$ cat config.mk
export PLATFORM = sky130hd
export DESIGN_NAME = mem_access_unit
export DESIGN_NICKNAME = d
export VERILOG_FILES = /design/src/rtl/mem_access_unit.sv
export SDC_FILE = /design/constraint.sdc
export NUM_CORES = 1
export LEC_CHECK = 0
export ABC_AREA = 1
export BUFFER_PORTS_ARGS = -buffer_cell sky130_fd_sc_hd__buf_2
export CORE_UTILIZATION = 54
export CTS_BUF_LIST = sky130_fd_sc_hd__clkbuf_4 sky130_fd_sc_hd__clkbuf_8
export DETAILED_ROUTE_END_ITERATION = 6
export GPL_ROUTABILITY_DRIVEN = 0
export GPL_TIMING_DRIVEN = 0
export HOLD_SLACK_MARGIN = 0.06
export PLACE_DENSITY = 0.83
export SYNTH_ARGS = -nofsm -noshare
export SYNTH_HDL_FRONTEND = slang
export SYNTH_SLANG_ARGS = --single-unit
$ cat constraint.sdc
create_clock -name clk -period 1.8 [get_ports clk]
set_input_delay 0.09 -clock clk [delete_from_list [all_inputs] [get_ports clk]]
set_output_delay 0.09 -clock clk [all_outputs]
set_load 0.02 [all_outputs]
$ cat src/rtl/mem_access_unit.sv
`default_nettype none
// ==========================================================================
// mem_access_unit: MEM-stage load/store sequencer in front of data_memory
// (big-endian, RMW for sub-word stores). Option: MAU_MISALIGN_TRAP_EN. Rev 1.0
// ==========================================================================
module mem_access_unit #(
  parameter int ADDR_W = 8,
  parameter int DATA_W = 32
) (
  input  logic              clk,
  input  logic              rst_n,
  input  logic              req_valid,
  output logic              req_ready,
  input  logic              req_write,
  input  logic [1:0]        req_size,
  input  logic              req_signed,
  input  logic [ADDR_W+1:0] req_addr,
  input  logic [DATA_W-1:0] req_wdata,
  output logic              resp_valid,
  output logic [DATA_W-1:0] resp_rdata,
  output logic              misalign_err,
  output logic [ADDR_W-1:0] dm_address,
  output logic [DATA_W-1:0] dm_inData,
  output logic              dm_memRead,
  output logic              dm_memWrite,
  input  logic [DATA_W-1:0] dm_outData
);

  typedef enum logic [2:0] {
    S_IDLE    = 3'd0,
    S_RD      = 3'd1,
    S_RD_DATA = 3'd2,
    S_WR      = 3'd3,
    S_RESP    = 3'd4
  } state_t;

  state_t              state_q;
  logic                write_q;
  logic [1:0]          size_q;
  logic                signed_q;
  logic [ADDR_W+1:0]   addr_q;
  logic [DATA_W-1:0]   wdata_q;
  logic [DATA_W-1:0]   rdata_q;
  logic                err_q;

  logic [7:0]          w_byte;
  logic [15:0]         w_half;
  logic [DATA_W-1:0]   w_load;
  logic [DATA_W-1:0]   w_merged;

`ifdef MAU_MISALIGN_TRAP_EN
  logic w_misalign;
  assign w_misalign = ((req_size == 2'b01) && req_addr[0]) ||
                      (req_size[1] && (req_addr[1:0] != 2'b00));
`else
  logic [ADDR_W+1:0] w_align_addr;
  always_comb begin
    w_align_addr = req_addr;
    if (req_size == 2'b01) w_align_addr[0] = 1'b0;
    if (req_size[1])       w_align_addr[1:0] = 2'b00;
  end
`endif

  // Lane 0 is the most significant byte/halfword of the word.
  always_comb begin
    case (addr_q[1:0])
      2'd0:    w_byte = dm_outData[31:24];
      2'd1:    w_byte = dm_outData[23:16];
      2'd2:    w_byte = dm_outData[15:8];
      default: w_byte = dm_outData[7:0];
    endcase
  end

  assign w_half = addr_q[1] ? dm_outData[15:0] : dm_outData[31:16];

  always_comb begin
    case (size_q)
      2'b00:   w_load = {{24{signed_q & w_byte[7]}}, w_byte};
      2'b01:   w_load = {{16{signed_q & w_half[15]}}, w_half};
      default: w_load = dm_outData;
    endcase
  end

  always_comb begin
    w_merged = dm_outData;
    if (size_q == 2'b00) begin
      case (addr_q[1:0])
        2'd0:    w_merged[31:24] = wdata_q[7:0];
        2'd1:    w_merged[23:16] = wdata_q[7:0];
        2'd2:    w_merged[15:8]  = wdata_q[7:0];
        default: w_merged[7:0]   = wdata_q[7:0];
      endcase
    end else if (size_q == 2'b01) begin
      if (addr_q[1]) w_merged[15:0]  = wdata_q[15:0];
      else           w_merged[31:16] = wdata_q[15:0];
    end else begin
      w_merged = wdata_q;
    end
  end

  always_ff @(posedge clk or negedge rst_n) begin
    if (!rst_n) begin
      state_q  <= S_IDLE;
      write_q  <= 1'b0;
      size_q   <= 2'b00;
      signed_q <= 1'b0;
      addr_q   <= '0;
      wdata_q  <= '0;
      rdata_q  <= '0;
      err_q    <= 1'b0;
    end else begin
      case (state_q)
        S_IDLE: begin
          if (req_valid) begin
            write_q  <= req_write;
            size_q   <= req_size;
            signed_q <= req_signed;
            wdata_q  <= req_wdata;
            rdata_q  <= '0;
            err_q    <= 1'b0;
`ifdef MAU_MISALIGN_TRAP_EN
            addr_q   <= req_addr;
            if (w_misalign) begin
              err_q   <= 1'b1;
              state_q <= S_RESP;
            end else if (req_write && req_size[1]) begin
              state_q <= S_WR;
            end else begin
              state_q <= S_RD;
            end
`else
            addr_q   <= w_align_addr;
            if (req_write && req_size[1]) state_q <= S_WR;
            else                          state_q <= S_RD;
`endif
          end
        end
        S_RD:      state_q <= S_RD_DATA;
        S_RD_DATA: begin
          if (write_q) begin
            wdata_q <= w_merged;
            state_q <= S_WR;
          end else begin
            rdata_q <= w_load;
            state_q <= S_RESP;
          end
        end
        S_WR:      state_q <= S_RESP;
        S_RESP:    state_q <= S_IDLE;
        default:   state_q <= S_IDLE;
      endcase
    end
  end

  // Strobes decode straight from state so an async reset drops them at once.
  assign req_ready    = (state_q == S_IDLE);
  assign resp_valid   = (state_q == S_RESP);
  assign resp_rdata   = rdata_q;
  assign misalign_err = err_q;
  assign dm_memRead   = (state_q == S_RD);
  assign dm_memWrite  = (state_q == S_WR);
  assign dm_address   = ((state_q == S_RD) || (state_q == S_RD_DATA) || (state_q == S_WR))
                        ? addr_q[ADDR_W+1:2] : '0;
  assign dm_inData    = (state_q == S_WR) ? wdata_q : '0;

endmodule
`default_nettype wire
* Word level (Yosys, flattened, before mapping)
Index checks and enable logic that the tools add are counted.
Storage, ports and cells: register bits after elaboration 81, input port bits 81, output and inout port bits 77
Operators by class: eq/ne operators 14, mux-type cells 25, bitwise logic cells 2, reductions and logical operators 13
Operator list (count):
- $mux 32 | 7
- $pmux 32 s2 | 3
- $mux 16 | 3
- $mux 8 | 5
- $pmux 8 s3 | 1
- $pmux 3 s4 | 1
- $ne 3x3->1 const B | 3
- $eq 2x1->1 const B | 3
- $eq 3x2->1 const B | 2
- $mux 3 | 2
- $ne 2x2->1 const B | 3
- $reduce_and 6->1 | 1
- $reduce_and 5->1 | 1
- $logic_not 2->1 | 2
- $mux 2 | 2
- $reduce_and 4->1 | 1
- $eq 3x1->1 const B | 1
- $eq 3x3->1 const B | 1
- $logic_not 3->1 | 1
- $reduce_and 3->1 | 1
- $reduce_or 3->1 | 1
- $and 1x1->1 | 2
- $eq 2x2->1 const B | 1
- $logic_or 1x1->1 | 2
- 4 further kinds | 4

* Depth between registers and ports, before layout
Gate-level depths: netlist (run 1).
word-level depth 6, mapped depth 10, mapped depth without buffers 9

* Worst setup path after synthesis (run 1)
No wires, ideal clock.
path type flip-flop to output port, start point register state_q[2], end point output port dm_inData[22], arrival 1.575 ns, setup slack 0.135 ns, stages on the path, launching flop included 7, cells stage by stage dfrtp_1 inv_2 nand2_1 nor2_1 inv_1 buf_1 nor2_1
Between the ends: cells in the longest elaborated chain, start to end 2
RTL lines:
- start: declaration | RTL line 37 | state_t state_q;
- start signal: assignment | RTL line 103 | state_q <= S_IDLE;
- start signal: assignment | RTL line 133 | if (req_write && req_size[1]) state_q <= S_WR;
- start signal: assignment | RTL line 134 | else state_q <= S_RD;
- $eq 3x2->1
- net dm_memWrite | RTL line 25 | output logic dm_memWrite,
- $mux 32 | RTL line 164 | assign dm_inData = (state_q == S_WR) ? wdata_q : '0;
- end: declaration | RTL line 23 | output logic [DATA_W-1:0] dm_inData,
The timed path passes the listed nets, and every way through them passes these cells.

* Final worst setup path (run 1)
start point register state_q[2], end point output port dm_inData[6]
Between the ends: cells in the longest elaborated chain, start to end 2
RTL lines (RTL line):
- $eq 3x2->1 | 164
- $mux 32 | 164
No other way between the ends.

==> impl_results.md, run 1 <==
* Outcome: completed
* Final Total Pwr at around 11 mW
* CP bufs+invs at 4
* CTS sink count at between 80 and 90
* Cell Count, Final, Fillers Out at between 1,000 and 1,500
* Yosys cell types at 25
* Clock Latency Late Sink at between 0.3 and 0.4 ns
* Vias per cell at roughly 5.2
* Tot GR Track Use at between 30% and 40%
* Final Setup Violations at 0
* Crit. End Element: output port
* Synth Warn # at 0
* Reg clk slew, reported paths at around 0.10 ns
* Skew final at about 0.018 ns
* Final slew viol count at 0
* Filler Cell Count at 866
* Actual slew at the worst max-slew pin at 0.513 ns
* Die footprint at between 10,000 and 15,000 um2
* Post-synthesis sequential area ratio at just under 40%
* Power per cell area at roughly 1700 nW/um2
* Max clock buf depth at 2
* TNS Setup at 0 ns
* Crit-path cells: inv_2, nand2_1, nor2_2, inv_2, buf_4, nor2_1, buf_4
* Mean post-synth cell area at approximately 6.3 um2
* WP data arrival at between 1.5 and 2 ns
* CTS Buf Count at 9
* DR iter-0 viols at around 600
* F_max at ~0.58 GHz
* Area Growth Syn to Fin at 28.3%
* Period Utilization, post-route at 96.1%
* Vias in the first global route at ~5,700
* Startpoint types: flip-flop
* Largest net degree at the start of global routing at 45
* Synth Register Bits at 81
* N_diodes at 0
* Global-route wire length before repair at approximately 27,000 um
* Mapped Area at ~5200 um2
* Port bufs at 156
* WL/cell at between 10 and 15 um
* Die X-Extent at 100 um
* Slew HR at 65.8%
* Fraction of layout cells with a size suffix above 1 at 22.2%
* Starting Density at between 50% and 60%
* Io pins at ~160
* Fin nets at roughly 1,100
* Final hold vios at 0
* Final Cell Area at 6700 um2
* Placed Area at between 6000 and 7000 um2
* Drt pass-1 iters at 6
* Synthesized instance count at 830
* H-Tree Depth at 3
* Clock Tree Root: clkbuf_8
* Cell Rows at 35
* Crit path required time at about 1.7 ns
* Drt drc at 0
* Routed WL at roughly 17,000 um
* Max FO, Critical Path at 10
* Core area at between 9000 and 10,000 um2
* Fin crit period at between 1.5 and 2 ns
* Max VDD drop at between 0.8 and 0.9 mV
* Static Leak at 4.02 nW
* Critical path type: flip-flop to output port
* Final core utilization at a little under three quarters
* CP peak stage delay at ~0.41 ns
* HP Class: input port to flip-flop
* Routed Antenna Nets at 0
* Initial antenna violation count at 0
* Max_cap viols at 0
* CP max stage cell: dfrtp_1
* CTS tree: built
* Die height at roughly 100 um
* Dpl cells at between 1,000 and 1,500
* Grt ovf at 0
* Post-DP HPWL at about 12,000 um
* Via count at around 6,100
* Synthesized Nets at between 900 and 1,000
* Largest delay share family, worst path: buffers and inverters
==> kinds of logic (layout without fill, tap and decap cells) <==
kind of cell / count (synthesis) / count (layout) / synth area share (%)
other cells: 1 / 1 / 0.0718
buf+inv: 138 / 340 / 10.9
compound gates: 77 / 77 / 7.57
flops: 81 / 81 / 38.8
simple gates: 533 / 533 / 42.7
==> cell usage after synthesis (all sizes together) <==
cell type  number  area [um2]
o211ai          3        22.5
nor2           82         357
nand2         372        1420
inv            98         368
dfrtp          81        2030
clkbuf         14        52.6
nand3          62         345
buf            26         148
nand4          17         106
conb            1        3.75
a21oi          29         145
o22ai           2        12.5
o21ai          43         215
==> cell type report <==
class / count / area [um2] / share of cell area [%]
Buffer: 40 / 213 / 3.17
Timing Repair Buffer: 187 / 1110 / 16.5
Multi-Input combinational cell: 611 / 2630 / 39.3
Sequential cell: 81 / 2030 / 30.3
Clock buffer: 9 / 124 / 1.85
Tap cell: 129 / 161 / 2.41
Inverter: 98 / 368 / 5.49
Clock inverter: 6 / 67.6 / 1.01
==> state kept, by name (all words and copies together), names as in the netlist <==
signal	flops
size_q	2
resp_rdata	32
write_q	1
signed_q	1
addr_q	10
state_q	3
wdata_q	32
==> power by group <==
part	switching, mW	internal (mW)
sequential	0.609	2.69
clock	0.734	0.639
combinational	4.41	2.08
total	5.75	5.41
==> cell usage in the layout, fill, tap and decap left out, types with 2 or more instances in the layout <==
cell type and count:
a21oi_1 29, buf_2 163, buf_4 22, buf_6 2, clkbuf_1 13, clkbuf_8 9, clkinvlp_4 2, dfrtp_1 80
dlygate4sd3_1 24, inv_1 90, inv_2 8, nand2_1 367, nand2_2 2, nand2_4 3, nand3_1 58, nand3_2 2
nand3_4 2, nand4_1 17, nor2_1 75, nor2_2 2, nor2_4 4, o211ai_1 3, o21ai_0 37, o21ai_1 6
o22ai_1 2
==> stage by stage <==
stage	setup slack [ns]	hold slack, ns
after global routing	-0.0360	0.0874
after detailed placement	0.176	0.0850
after global placement	0.0683	0.287
final	0.0706	0.0625
after CTS	0.0517	0.0676
after floorplan	0.135	-0.206
==> repair_timing <==
action,in CTS,in global routing
resized for setup,5,17
setup buffers,1,5
pin swaps,0,2
hold buffers,24,0
endpoints found under the setup margin,29,48
endpoints found under the hold margin,60,0
==> path summary, 6_finish.rpt <==
| path | startpoint | to | slack, ns | cells after the start |
|---|---|---|---|---|
| min | req_wdata[16] | wdata_q[16] | 0.06 | 5 |
| max | state_q[2] | dm_inData[6] | 0.07 | 7 |
| max in group asynchronous | rst_n | wdata_q[4] | 0.96 | 3 |
| min reg2reg | resp_rdata[8] | resp_rdata[8] | 0.48 | 2 |
| max reg2reg | state_q[2] | wdata_q[31] | 0.11 | 10 |
| min in group asynchronous | rst_n | resp_rdata[26] | 0.22 | 2 |
==> worst register-to-register path, stage by stage, from the launching register on <==
cell and delay, ns:
dfrtp_1 0.41, inv_2 0.07, buf_4 0.14, nand3_4 0.17, inv_2 0.16, nand2_1 0.13
nand2_2 0.13, buf_2 0.21, nor2_1 0.07, nand2_1 0.06, nand2_1 0.05
==> routing by layer <==
layer | vias to the layer above | GRT usage (%) | part of all wire, %
met5 | - | 0 | 0
met4 | 0 | 13.9 | 3.4
met3 | 56 | 6.27 | 10
met2 | 366 | 53.6 | 44
met1 | 2682 | 46.2 | 42
li1 | 2946 | - | -
Note: power is estimated with default switching activity, not from simulation.
==> run 2: changes to the inputs <==
- CORE_UTILIZATION: 54 -> 52
- CTS_BUF_LIST: sky130_fd_sc_hd__clkbuf_4 sky130_fd_sc_hd__clkbuf_8 -> sky130_fd_sc_hd__clkbuf_8 sky130_fd_sc_hd__clkbuf_16
- PLACE_DENSITY: 0.83 -> 0.81
==> run 2 against run 1 <==
Via count about the same. Global-route usage decreased by 1.0 points. Sequential power about the same. Register-to-register slack got worse by 0.05 ns. Cell count increased by 0.78%. Sequential share of layout area decreased by 0.20 points. Clock power decreased by 9%. Clock-buffer cell count unchanged. Cell area increased by 0.67%. Total power decreased by 0.55%. Combinational power increased by 0.9%. Critical path type unchanged. Critical endpoint is now dm_inData[21]. Largest cell class unchanged. Highest routed layer unchanged.
==> impl_results.md, run 2 (synthesis gave the netlist of run 1 again) <==
* Skew final at 0.00875 ns
* Global-route wire length before repair at roughly 26,000 um
* Port bufs at 156
* Final hold vios at 0
* Worst Slack Setup Final at 0.0225 ns
* Static Leak at slightly above 4 nW
* TNS Setup at 0 ns
* Crit path required time at ~1.7 ns
* Period Utilization, post-route at 98.7%
* Max VDD drop at approximately 0.81 mV
* Crit. End Element: output port
* Max FO, Critical Path at 10
* Final Setup Violations at 0
* Largest net degree at the start of global routing at 53
* Clock Tree Root: clkbuf_8
* Share of total power in the clock network at between 10% and 20%
* Fin crit period at roughly 1.8 ns
* Routed Antenna Nets at 0
* Fraction of layout cells with a size suffix above 1 at 22.5%
* Placed Area at approximately 6200 um2
* Grt ovf at 0
* Fin nets at around 1,100
* Crit Reg-Reg Endpoint: addr_q[1]
* Power per cell area at approximately 1600 nW/um2
* Core area at slightly below 10,000 um2
* N_diodes at 0
* Hold WS at ~0.076 ns
* Vias in the first global route at about 5,400
* Gate power share at roughly 59%
* Switching share of power at a little over half
* WL/cell at 14.2 um
* H-Tree Depth at 3
* Final core utilization at 69.0%
* Flop pwr share at approximately 30%
* CTS tree: built
* Clock Latency Late Sink at 0.37 ns
* CTS Buf Count at 9
* Routed WL at between 15,000 and 20,000 um
* Hold Startpoint: req_wdata[25]
* Slew HR at about two thirds
* Post-DP HPWL at about 12,000 um
* Starting Density at 53.5%
* Worst Reg-to-Reg Cells at 6
* Net Sw Power at 5.80 mW
* Max clock buf depth at 2
* Final Cell Area at slightly below 7000 um2
* Commonest non-fill, non-tap cell in the layout: nand2_1
* Int Pwr at 5.30 mW
* Worst r2r src: state_q[1]
* Startpoint types: flip-flop
* Tot GR Track Use at 33.0%
* Worst R2R Setup Slack at around 0.060 ns
* HP Class: input port to flip-flop
* Filler Cell Count at between 900 and 1,000
* Final slew viol count at 0
* Actual slew at the worst max-slew pin at about 0.53 ns
* Setup slack at placement at 0.169 ns
* Max_cap viols at 0
* Vias per cell at 5.17
* Die X-Extent at about 100 um
* Die height at slightly above 100 um
* Critical path type: flip-flop to output port
* Cell Rows at 36
* Most frequent cells in the layout: nand2_1 (367), buf_2 (165), inv_1 (90)
* Drt pass-1 iters at 5
* DR iter-0 viols at roughly 550
* Outcome: completed
* Via count at 6,052
* Drt drc at 0
* Hold path depth at 5
* Io pins at between 150 and 200
* Die footprint at 10,500 um2
* Area Growth Syn to Fin at 29.1%
* CTS sink count at slightly above 80
* F_max at about 0.56 GHz
* Hold EP: wdata_q[25]
* Initial antenna violation count at 0
* Reg clk slew, reported paths at ~0.09 ns
* WP data arrival at between 1.5 and 2 ns
==> run 2: cell types whose count changed in the layout (fill, tap and decap cells not counted), moves of 2 or more <==
cell	before	now
dlygate4sd3_1	24	29
nor2_1	75	73
buf_4	22	18
clkbuf_2	1	3
buf_2	163	165
nor2_2	2	4
clkbuf_1	13	11
==> run 2: final cells by class <==
class	count	area, um2	share of cell area (%)
clock buffers	9	124	1.84
repair buffers	191	1150	17.1
multi-input cells	611	2640	39.1
plain buffers	40	215	3.19
well taps	133	166	2.47
clock inverters	7	55.1	0.816
flip-flops and latches	81	2030	30.1
inverters	98	368	5.45
==> run 2: worst max-delay path, stage by stage, from the launching register on <==
cell     delay, ns
dfrtp_1       0.41
inv_2         0.07
nand2_1       0.08
nor2_2        0.16
inv_2         0.11
buf_2         0.19
nor2_1        0.14
buf_4         0.17
==> run 2: what timing repair did <==
item,in CTS,in global routing
hold buffers,29,0
hold endpoints to repair,108,0
resized for setup,5,20
setup endpoints to repair,29,54
pin swaps,0,2
buffers inserted,1,4
==> run 2: how the worst max path moves through the flow <==
stage | from | end | slack, ns | cells after the start
2_1_floorplan | state_q[2] | dm_inData[22] | 0.14 | 6
3_3_place_gp | rst_n | wdata_q[23] | 0.02 | 1
3_5_place_dp | state_q[0] | wdata_q[23] | 0.17 | 9
4_1_cts | state_q[1] | dm_inData[7] | 0.04 | 6
5_1_grt | state_q[2] | dm_inData[21] | -0.03 | 7
6_report | state_q[2] | dm_inData[21] | 0.02 | 7
==> run 2: power groups by stage <==
stage	sequential, mW	combinational [mW]	clock, mW
2_1_floorplan	3.59	4.09	0
3_3_place_gp	3.29	6.14	0
3_5_place_dp	3.30	6.24	0
4_1_cts	3.27	6.34	1.26
5_1_grt	3.39	7.28	1.34
6_report	3.30	6.55	1.25
==> run 2: routing by layer <==
layer | vias up | wire (um) | global-route usage [%]
li1 | 2956 | - | -
met1 | 2674 | 6900 | 44.4
met2 | 362 | 7400 | 51.8
met3 | 60 | 1760 | 6.91
met4 | 0 | 550 | 13.7
met5 | - | 0 | 0
==> run 2: per-stage QoR <==
step                power [mW]  cells
floorplan                 7.68    830
detailed placement        9.54   1120
global route              12.0   1170
CTS                       10.9   1166
finish                    11.1   1170
global placement          9.43   1119
==> run 3: changes to the inputs <==
- HOLD_SLACK_MARGIN: 0.06 -> 0.08
==> run 3 against run 2 <==
Routed wire length rose by 0.39%. Core utilization rose by 0.18 points. Worst hold slack improved by 0.016 ns. Total power barely moved. Die area did not move. Register-to-register slack barely moved. Clock skew fell by 0.00054 ns. Flip-flop and latch count did not move. Combinational power barely moved. Non-clock buffer count rose by 2. Worst setup slack got worse by 0.0071 ns.
==> impl_results.md, run 3 (synthesis gave the netlist of run 1 again) <==
* TNS Setup at 0 ns
* HP Class: input port to flip-flop
* Int Pwr at roughly 5.3 mW
* Cell Count, Final, Fillers Out at 1,172
* Global-route wire length before repair at around 26,000 um
* Clock Latency Late Sink at roughly 0.37 ns
* Final slew viol count at 0
* Via count at between 6,000 and 7,000
* Crit path required time at 1.71 ns
* Uppermost routed layer: met4
* Largest net degree at the start of global routing at 53
* Final hold vios at 0
* Critical path type: flip-flop to output port
* N_diodes at 0
* Dpl cells at roughly 1,100
* Max FO, Critical Path at 10
* Core area at ~9800 um2
* Routed wl met3 at approximately 1700 um
* Slew HR at roughly 66%
* Routed Antenna Nets at 0
* WP data arrival at 1.69 ns
* Area Growth Syn to Fin at 29.5%
* Post-DP HPWL at 12,500 um
* Die X-Extent at just over 100 um
* Vias in the first global route at between 5,000 and 6,000
* Final Setup Violations at 0
* Starting Density at between 50% and 60%
* Met1 Routed Length at between 6000 and 7000 um
* Io pins at between 150 and 200
* Fin nets at ~1,100
* Crit. End Element: output port
* Max VDD drop at 0.924 mV
* Cell Rows at 36
* WL/cell at 14.2 um
* CTS Buf Count at 9
* Fin crit period at between 1.5 and 2 ns
* Port bufs at between 150 and 200
* Net Sw Power at 5.79 mW
* Most frequent cells in the layout: nand2_1 (367), buf_2 (166), inv_1 (90)
* Reg clk slew, reported paths at roughly 0.090 ns
* Clock Tree Root: clkbuf_8
* Routed WL at approximately 17,000 um
* Die footprint at ~10,000 um2
* Worst Slack Setup Final at between 0.015 and 0.02 ns
* Power per cell area at approximately 1600 nW/um2
* Setup slack at placement at 0.169 ns
* Startpoint types: flip-flop
* Share of total power in the clock network at roughly 11%
* Skew final at a little over 0.008 ns
* Actual slew at the worst max-slew pin at 0.510 ns
* Initial antenna violation count at 0
* H-Tree Depth at 3
* Drt pass-1 iters at 5
* Grt ovf at 0
* Commonest non-fill, non-tap cell in the layout: nand2_1
* Met2 Wirelength at ~7500 um
* Die height at 102 um
* Fraction of layout cells with a size suffix above 1 at ~22%
* CTS tree: built
* Max clock buf depth at 2
* Tot GR Track Use at 33.1%
* Flop pwr share at 29.7%
* Switching share of power at 52.2%
* Outcome: completed
* CTS sink count at 81
* Max_cap viols at 0
* Drt drc at 0
* Static Leak at between 4 and 5 nW
* Period Utilization, post-route at between 90% and 100%
* Gate power share at between 50 and 60%
* DR iter-0 viols at approximately 600
* Vias per cell at 5.19
* F_max at around 0.56 GHz
-- run 3: layer usage --
| metal | vias up | track usage, % |
|---|---|---|
| li1 | 2963 | - |
| met1 | 2712 | 44.3 |
| met2 | 356 | 52.1 |
| met3 | 53 | 6.98 |
| met4 | 0 | 13.7 |
| met5 | - | 0 |
-- run 3: area by class of cell --
type,instances,area [um2]
fillers,908,3010
inverters,98,368
multi-input cells,611,2640
well taps,133,166
clock buffers,9,124
flip-flops and latches,81,2030
clock inverters,7,55.1
repair buffers,193,1170
plain buffers,40,215
-- run 3: what timing repair did --
item | in CTS | in global routing
setup buffers | 1 | 4
hold endpoints to repair | 110 | 0
setup endpoints to repair | 29 | 54
resized for setup | 5 | 19
hold buffers | 31 | 0
pin swaps | 0 | 2
-- run 3: per-stage QoR --
step                hold WS (ns)  power, mW  area (um2)  util, %
floorplan                 -0.206       7.68        5230        -
global placement           0.287       9.43        6170     63.2
detailed placement        0.0470       9.54        6200     63.5
CTS                       0.0808       10.9        6710     68.6
global route               0.103       12.0        6770     69.2
finish                    0.0926       11.1        6770     69.2
-- run 3: critical path, cell delays in order (launching register included) --
cell and delay, ns:
dfrtp_1 0.41, inv_2 0.07, nand2_1 0.08, nor2_2 0.16
inv_2 0.11, buf_2 0.19, nor2_1 0.14, buf_4 0.17
-- run 3: final timing paths --
kind / start / to / slack (ns) / depth (start not counted)
max: state_q[2] / dm_inData[21] / 0.02 / 7
min: req_valid / state_q[1] / 0.09 / 5
max reg2reg: state_q[1] / addr_q[1] / 0.06 / 6
min reg2reg: resp_rdata[11] / resp_rdata[11] / 0.48 / 2
max in group asynchronous: rst_n / state_q[1] / 1.01 / 3
min in group asynchronous: rst_n / resp_rdata[27] / 0.19 / 2
-- run 3: power by group through the flow --
| stage | clock [mW] | combinational [mW] | sequential [mW] |
|---|---|---|---|
| final | 1.25 | 6.55 | 3.30 |
| after global routing | 1.34 | 7.28 | 3.39 |
| after CTS | 1.26 | 6.35 | 3.27 |
| after detailed placement | 0 | 6.24 | 3.30 |
| after global placement | 0 | 6.14 | 3.29 |
| after floorplan | 0 | 4.09 | 3.59 |
